<file path="src/rtl/alu_pkg.sv">
// Shared definitions for the ALU issue/capture front end: FSM state encoding,
// default widths, opcode constants and the wide-op test helper.
package alu_pkg;

    // Default operand/result and opcode widths
    localparam int DEF_DATA_W = 16;
    localparam int DEF_OP_W   = 4;

    // Settle counter width; covers SETTLE_CYC up to 15
    localparam int CNT_W = 4;

    // Opcode bit that marks ops producing a meaningful upper half
    localparam int WIDE_BIT = 3;

    // Opcode constants
    localparam logic [3:0] OP_ADD = 4'h0;
    localparam logic [3:0] OP_SUB = 4'h1;

    // Front-end sequencer states
    typedef enum logic [1:0] {
        IDLE   = 2'd0,
        SETTLE = 2'd1,
        RESP   = 2'd2
    } state_t;

    // True when the opcode writes the HI register as well as LO
    function automatic logic wide_op(input logic [WIDE_BIT:0] op);
        return op[WIDE_BIT];
    endfunction

endpackage

</file>
<file path="src/rtl/alu_hilo_regs.sv">
// HI/LO result registers plus the optional sticky overflow flag.
// Optional feature: ALU_STICKY_OVF_EN adds the sticky overflow register.
module alu_hilo_regs #(
    parameter int DATA_W = 16
) (
    input  logic              clk,
    input  logic              rst,
    input  logic              lo_we,
    input  logic              hi_we,
    input  logic [DATA_W-1:0] upper,
    input  logic [DATA_W-1:0] lower,
`ifdef ALU_STICKY_OVF_EN
    input  logic              ovf_set,
    input  logic              ovf_clr,
    output logic              ovf_sticky,
`endif
    output logic [DATA_W-1:0] hi_q,
    output logic [DATA_W-1:0] lo_q
);

    logic [DATA_W-1:0] hi_reg;
    logic [DATA_W-1:0] lo_reg;

    // LO follows every capture; HI only on wide ops
    always_ff @(posedge clk) begin
        if (rst) begin
            hi_reg <= '0;
            lo_reg <= '0;
        end else begin
            if (lo_we) begin
                lo_reg <= lower;
            end
            if (hi_we) begin
                hi_reg <= upper;
            end
        end
    end

    assign hi_q = hi_reg;
    assign lo_q = lo_reg;

`ifdef ALU_STICKY_OVF_EN
    logic sticky_reg;

    // Sticky overflow: a capture with overflow beats a same-cycle clear
    always_ff @(posedge clk) begin
        if (rst) begin
            sticky_reg <= 1'b0;
        end else if (ovf_set) begin
            sticky_reg <= 1'b1;
        end else if (ovf_clr) begin
            sticky_reg <= 1'b0;
        end
    end

    assign ovf_sticky = sticky_reg;
`endif

endmodule

</file>
<file path="src/rtl/alu_issue_capture.sv">
// ALU issue/capture front end: accepts a request, holds the ALU operands in
// registers, waits SETTLE_CYC cycles, captures results into HI/LO and status
// registers and returns a response over a valid/ready handshake.
// Optional feature: ALU_STICKY_OVF_EN adds ovf_clr / ovf_sticky.
module alu_issue_capture
    import alu_pkg::*;
#(
    parameter int DATA_W     = DEF_DATA_W,
    parameter int OP_W       = DEF_OP_W,
    parameter int SETTLE_CYC = 1
) (
    input  logic              clk,
    input  logic              rst,
    input  logic              req_valid,
    output logic              req_ready,
    input  logic [OP_W-1:0]   req_op,
    input  logic [DATA_W-1:0] req_a,
    input  logic [DATA_W-1:0] req_b,
    output logic [DATA_W-1:0] alu_dat1,
    output logic [DATA_W-1:0] alu_dat2,
    output logic [OP_W-1:0]   alu_op,
    input  logic [DATA_W-1:0] alu_upper,
    input  logic [DATA_W-1:0] alu_lower,
    input  logic              alu_zero,
    input  logic              alu_ovf,
    output logic              rsp_valid,
    input  logic              rsp_ready,
    output logic [DATA_W-1:0] rsp_lower,
    output logic              rsp_zero,
    output logic              rsp_ovf,
`ifdef ALU_STICKY_OVF_EN
    input  logic              ovf_clr,
    output logic              ovf_sticky,
`endif
    output logic [DATA_W-1:0] hi_q,
    output logic [DATA_W-1:0] lo_q
);

    // Counter preload: the capture edge is SETTLE_CYC edges after accept
    localparam logic [CNT_W-1:0] CNT_LOAD = CNT_W'(SETTLE_CYC - 1);
    localparam logic [CNT_W-1:0] CNT_ONE  = CNT_W'(1);

    state_t            state_reg;
    state_t            state_next;
    logic [CNT_W-1:0]  cnt_reg;
    logic [CNT_W-1:0]  cnt_next;

    logic [DATA_W-1:0] dat1_reg;
    logic [DATA_W-1:0] dat2_reg;
    logic [OP_W-1:0]   op_reg;

    logic              rsp_valid_reg;
    logic [DATA_W-1:0] rsp_lower_reg;
    logic              rsp_zero_reg;
    logic              rsp_ovf_reg;

    logic              accept;
    logic              capture;
    logic              rsp_done;
    logic              hi_we;

    // Ready only while idle and not being reset
    assign req_ready = (state_reg == IDLE) && !rst;

    // Next-state and control strobes
    always_comb begin
        state_next = state_reg;
        cnt_next   = cnt_reg;
        accept     = 1'b0;
        capture    = 1'b0;
        rsp_done   = 1'b0;
        case (state_reg)
            IDLE: begin
                if (req_valid && req_ready) begin
                    accept     = 1'b1;
                    cnt_next   = CNT_LOAD;
                    state_next = SETTLE;
                end
            end
            SETTLE: begin
                if (cnt_reg != '0) begin
                    cnt_next = cnt_reg - CNT_ONE;
                end else begin
                    capture    = 1'b1;
                    state_next = RESP;
                end
            end
            RESP: begin
                if (rsp_ready) begin
                    rsp_done   = 1'b1;
                    state_next = IDLE;
                end
            end
            default: begin
                state_next = IDLE;
                cnt_next   = '0;
            end
        endcase
    end

    // State and settle counter registers
    always_ff @(posedge clk) begin
        if (rst) begin
            state_reg <= IDLE;
            cnt_reg   <= '0;
        end else begin
            state_reg <= state_next;
            cnt_reg   <= cnt_next;
        end
    end

    // ALU operand registers change only on accept so the ALU sees stable inputs
    always_ff @(posedge clk) begin
        if (rst) begin
            dat1_reg <= '0;
            dat2_reg <= '0;
            op_reg   <= '0;
        end else if (accept) begin
            dat1_reg <= req_a;
            dat2_reg <= req_b;
            op_reg   <= req_op;
        end
    end

    // Response registers: loaded at capture, held until the handshake
    always_ff @(posedge clk) begin
        if (rst) begin
            rsp_valid_reg <= 1'b0;
            rsp_lower_reg <= '0;
            rsp_zero_reg  <= 1'b0;
            rsp_ovf_reg   <= 1'b0;
        end else if (capture) begin
            rsp_valid_reg <= 1'b1;
            rsp_lower_reg <= alu_lower;
            rsp_zero_reg  <= alu_zero;
            rsp_ovf_reg   <= alu_ovf;
        end else if (rsp_done) begin
            rsp_valid_reg <= 1'b0;
        end
    end

    assign hi_we = capture && wide_op(op_reg[WIDE_BIT:0]);

    alu_hilo_regs #(
        .DATA_W (DATA_W)
    ) u_hilo (
        .clk        (clk),
        .rst        (rst),
        .lo_we      (capture),
        .hi_we      (hi_we),
        .upper      (alu_upper),
        .lower      (alu_lower),
`ifdef ALU_STICKY_OVF_EN
        .ovf_set    (capture && alu_ovf),
        .ovf_clr    (ovf_clr),
        .ovf_sticky (ovf_sticky),
`endif
        .hi_q       (hi_q),
        .lo_q       (lo_q)
    );

    assign alu_dat1  = dat1_reg;
    assign alu_dat2  = dat2_reg;
    assign alu_op    = op_reg;
    assign rsp_valid = rsp_valid_reg;
    assign rsp_lower = rsp_lower_reg;
    assign rsp_zero  = rsp_zero_reg;
    assign rsp_ovf   = rsp_ovf_reg;

endmodule
</file>
<file path="config.mk">
export PLATFORM = sky130hd
export DESIGN_NAME = alu_issue_capture
export DESIGN_NICKNAME = d
export VERILOG_FILES = /design/src/rtl/alu_pkg.sv /design/src/rtl/alu_hilo_regs.sv /design/src/rtl/alu_issue_capture.sv
export SDC_FILE = /design/constraint.sdc
export NUM_CORES = 1
export LEC_CHECK = 0
export BUFFER_PORTS_ARGS = -buffer_cell sky130_fd_sc_hd__clkbuf_2
export CAP_MARGIN = 20
export CORE_MARGIN = 2
export CORE_UTILIZATION = 35
export CTS_CLUSTER_DIAMETER = 100
export DETAILED_ROUTE_END_ITERATION = 12
export PLACE_DENSITY = 0.65
export SYNTH_ARGS = -nofsm -noshare
export SYNTH_HDL_FRONTEND = slang
export SYNTH_HIERARCHICAL = 1
export SYNTH_SLANG_ARGS = --single-unit
</file>
<file path="constraint.sdc">
create_clock -name clk -period 2.7 [get_ports clk]
set_clock_uncertainty 0.15 [all_clocks]
set_input_delay 0.54 -clock clk [delete_from_list [all_inputs] [get_ports clk]]
set_output_delay 0.54 -clock clk [all_outputs]
set_load 0.005 [all_outputs]
</file>
# Word-level counts from Yosys, hierarchy flattened
# Cells that the tools add are included.
dict set report totals {
  memories 0
  ff_bits 77
  mem_bits_rw 0
  latch_bits 0
  romBits 0
}
dict set report classes {
  reduce_logical 9
  n_eq_ne 6
  mul 0
  addsub 1
  n_div 0
  n_shift 0
  order_cmp 0
  muxes 15
  n_bitwise 1
}
# operator count
set op_table {}
lappend op_table {{$pmux W4 S3} 1}
lappend op_table {{$mux W1} 8}
lappend op_table {{$mux W4} 2}
lappend op_table {{$mux W2} 3}
lappend op_table {{$ne A2 B2 Y1 const B} 3}
lappend op_table {{$pmux W2 S3} 1}
lappend op_table {{$reduce_and A3 Y1} 2}
lappend op_table {{$reduce_bool A4 Y1} 1}
lappend op_table {{$sub A4 B1 Y4 const B} 1}
lappend op_table {{$logic_and A1 B1 Y1} 3}
lappend op_table {{$eq A2 B1 Y1 const B} 1}
lappend op_table {{$eq A2 B2 Y1 const B} 1}
lappend op_table {{$logic_not A2 Y1} 1}
lappend op_table {{$ne A2 B1 Y1 const B} 1}
lappend op_table {{$reduce_bool A2 Y1} 1}
lappend op_table {{$logic_not A1 Y1} 1}
lappend op_table {{$not A1 Y1} 1}

# Depth between registers and ports, before layout
dict set report depth {
  depth_word 5
  mapped_depth 10
  mapped_depth_nobuf 7
}

# Hierarchy
# Netlist, hierarchy kept.
# module area_per_inst_um2 instances cells_each
set modules_own_cells {}
lappend modules_own_cells {alu_issue_capture 2328.5 1 274}
lappend modules_own_cells {alu_hilo_regs 1157.4 1 103}

# Worst setup path before layout
# Ideal clock, no wire load.
dict set report synth_path {
  kind {register to register}
  from {reg cnt_reg[0]}
  to {reg u_hilo.hi_reg[10], in the netlist u_hilo/hi_q[10]}
  path_buffers 3
  path_stages_with_launch 11
  arrival_time_ns 1.887
  setup_time_ns 0.128
  required_ns 2.422
  slack_ns 0.535
  path_cell_list {dfxtp_1 inv_1 ha_1 nor3b_2 nor3b_4 buf_6 and2_1 buf_6 buf_12 mux2i_1 nor2_1}
}
dict set report synth_between {
  elab_chain_cells 4
}
# element line_no
set synth_rtl {}
lappend synth_rtl {{from (decl)} alu_issue_capture.sv:45} ;# logic [CNT_W-1:0] cnt_reg;
lappend synth_rtl {{from (signal assigned)} alu_issue_capture.sv:108} ;# cnt_reg <= cnt_next;
lappend synth_rtl {{$reduce_bool A4 Y1} alu_issue_capture.sv:81} ;# if (cnt_reg != '0) begin
lappend synth_rtl {{$mux W1} alu_issue_capture.sv:81}
lappend synth_rtl {{$mux W1} alu_issue_capture.sv:72} ;# case (state_reg)
lappend synth_rtl {{named net capture} alu_issue_capture.sv:58} ;# logic capture;
lappend synth_rtl {{$logic_and A1 B1 Y1} alu_issue_capture.sv:142} ;# assign hi_we = capture && wide_op(op_reg[WIDE_BIT:0]);
lappend synth_rtl {{named net hi_we} alu_issue_capture.sv:60} ;# logic hi_we;
lappend synth_rtl {{to (signal assigned)} alu_hilo_regs.sv:34} ;# hi_reg <= upper;
lappend synth_rtl {{to (decl)} alu_hilo_regs.sv:21} ;# logic [DATA_W-1:0] hi_reg;
# The timed path passes the listed nets, and every way through them passes these cells.
# A chain may end at the register's enable or synchronous reset.

# Final worst setup path
dict set report layout_path {
  from {reg cnt_reg[0]}
  to {reg u_hilo.hi_reg[10], in the netlist u_hilo/hi_q[10]}
}
dict set report layout_between {
  elab_chain_cells 4
}
# element line_no
set layout_rtl {}
lappend layout_rtl {{$reduce_bool A4 Y1} alu_issue_capture.sv:81}
lappend layout_rtl {{$mux W1} alu_issue_capture.sv:81}
lappend layout_rtl {{$mux W1} alu_issue_capture.sv:72}
lappend layout_rtl {{$logic_and A1 B1 Y1} alu_issue_capture.sv:142}
lappend layout_rtl {{named net hi_we} alu_issue_capture.sv:60}
# The timed path passes the listed nets, and every way through them passes these cells.

==> run_results.csv <==
group,metric,value,unit
run_status,outcome,"complete, no violations",
timing,min_period,2.12,ns
cts,cts_hold_buf,0,
timing,tightest_slew,0.562,ns
yosys,ys_seq_elements,93,
yosys,synth_top_area_share,53.4,%
cells_and_area,multi_input_area,1430,sq um
hold_path,min_path_cells,3,
routing,routedWlPerCell,11.7,microns
yosys,yosys_warnings,6,
cells_and_area,final_common_cell,"clkbuf_2",
pwr,vdd_drop_max,0.307,mV
yosys,netlist-cell-type-count,31,
die,coreArea,9730,sq um
critical_path,start_kind,"register",
timing,fin_setup_tns,0,ns
place,place_hpwl,5700,microns
timing,rsz0062_at_grt,"false",
die,dieArea,10800,sq um
critical_path,cp.required,2.77,ns
critical_path,worstPathArrival,2.19,ns
pwr,cellPowerDensity,648,nW/um^2
timing,finalHoldViolations,0,
routing,drc,0,
routing,drt_first_pass_iters,4,
pwr,p_leak,2.04,nW
yosys,syn-cell-area,3490,sq um
global_routing,groute.usage.overall,14.9,%
die,die_w,104,microns
pwr,p_total,2.94,mW
cells_and_area,final_cell_mix,"clkbuf_2, nand2_1, dfxtp_1",
routing,num_vias,2990,
yosys,syn_avg_cell_area,9.25,sq um
global_routing,grt_pass1_wl,13100,microns
routing,drtIter0Drc,111,
place,place_congestion,0.681,
cells_and_area,fin_nets,605,
die,rows,36,
cts,cts-root-buf,"clkbuf_8",
die,ioPinCount,162,
cts,cts_setup_buffers,0,
hold_path,hold_class,"input pin to register",
cts,worst_skew_pair.late_latency,0.35,ns
timing,finalCritPeriodShare,78.5,%
cts,cts_htree_levels,3,
timing,fmax,472,MHz
yosys,syn_nets,452,
global_routing,grt_pass1_vias,2844,
critical_path,crit_path_max_fanout,16,
cts,clk_pin_slew,0.09,ns
cells_and_area,n_fill_cell,968,
cts,cts_buffer_depth,2,
global_routing,overflow,0,
yosys,synthTopCellsByArea,"dfxtp_1, mux2i_1, nand2_1",
cts,cts_tree,"done",
routing,final_antenna_net_count,0,
yosys,synthCells,377,
critical_path,crit_type,"register to register",
cells_and_area,drive_gt1_share,35.0,%
critical_path,worst_r2r_path_depth,8,
routing,vias_per_cell,4.48,
timing,setup_violations,0,
die,dieHeight,104,microns
die,initial_core_util,35.8,%
timing,report.final.slew_viol_count,0,
cells_and_area,register_area,1860,sq um
run,maxCapViolCount,0,
yosys,yosys.area.top_type,"dfxtp_1",
global_routing,grt_max_degree,73,
timing,relSlewSlack,62.6,%
place,io_buffers,161,
cells_and_area,diodes,0,
global_routing,antenna_found_initial,0,
critical_path,crit_path_end_kind,"register",
cts,post_cts_resized,0,
routing,finalWirelength,7840,microns
cts,cts_sinks,93,
cts,numCtsBuffers,9,
cells_and_area,syn2layout_area_growth,29.9,%
yosys,ys_seq_area_share,53.4,%
==> synth_stat cells <==
library cell	n
o32ai_1	1
nor3b_1	2
a2111oi_0	1
nand2b_1	1
nor3b_4	1
nor4b_4	1
clkbuf_1	8
a22oi_1	1
inv_1	5
and2_1	1
nor3_1	2
or3_1	1
o21a_1	2
nor2b_1	1
nand2_1	108
buf_2	9
ha_1	1
nor3b_2	1
mux2i_1	50
dfxtp_1	93
buf_6	4
clkbuf_2	1
o2bb2ai_1	2
buf_12	2
a32o_1	2
buf_1	2
a31oi_1	1
o21ai_0	29
or3b_1	1
nor2_1	35
o21ai_1	8
==> cells by family (layout without fill, tap and decap cells) <==
family / after synthesis / count (layout) / share of synthesized area, %
AOI/OAI and AO/OA: 47 / 47 / 7.72
and+or+nand+nor: 155 / 155 / 18.7
DFF: 93 / 93 / 53.4
buffers and inverters: 31 / 189 / 5.49
muxes: 50 / 50 / 14.4
adders and majority gates: 1 / 1 / 0.359
==> critical path: stages, from the launching register on <==
cell	delay (ns)
dfxtp_1	0.33
inv_1	0.08
ha_1	0.18
nor3b_2	0.27
nor3b_4	0.27
and2_1	0.15
buf_4	0.28
mux2i_1	0.22
nor2_1	0.06
==> metrics by stage <==
stage | setup slack [ns] | cell area (sq um) | hold slack [ns] | util [%] | cells
after CTS | 0.536 | 4530 | 0.200 | 46.6 | 668
after global routing | 0.335 | 4530 | 0.211 | 46.6 | 668
after global placement | 0.570 | 4340 | 0.286 | 44.6 | 652
after detailed placement | 0.509 | 4340 | 0.290 | 44.6 | 652
after floorplan | 0.535 | 3490 | 0.295 | - | 377
final | 0.581 | 4530 | 0.230 | 46.6 | 668
==> final cells by class <==
type	instances	area share (%)
Clock buffer	10	2.82
Inverter	5	0.414
Sequential cell	93	41.1
Tap cell	133	3.67
Clock inverter	6	1.41
Multi-Input combinational cell	253	31.6
Timing Repair Buffer	168	19.0
==> per-layer routing <==
metal  routed length, microns  track usage (%)  vias to the layer above
met5                        0                0                        -
met4                       86             5.89                        0
met3                      729             6.10                        9
met2                     3430             22.9                      113
met1                     3600             18.7                     1327
li1                         -                -                     1541
==> final timing paths <==
path | slack [ns] | end | start
setup reg to reg | 0.58 | u_hilo/hi_q[10]$_SDFFE_PP0P_ | cnt_reg[0]$_SDFFE_PP0P_
setup / recovery | 0.58 | u_hilo/hi_q[10]$_SDFFE_PP0P_ | cnt_reg[0]$_SDFFE_PP0P_
hold / removal | 0.23 | alu_dat2[14]$_SDFFE_PP0P_ | req_b[14]
hold reg to reg | 0.30 | alu_dat2[4]$_SDFFE_PP0P_ | alu_dat2[4]$_SDFFE_PP0P_
==> power by group <==
group	total, mW	switching (mW)	internal, mW	leakage, nW
clock network	0.900	0.474	0.427	0.0923
registers	1.56	0.0696	1.49	0.760
logic	0.478	0.243	0.235	1.18
total	2.94	0.786	2.15	2.04
No activity file was read; power rests on OpenSTA's default activity.
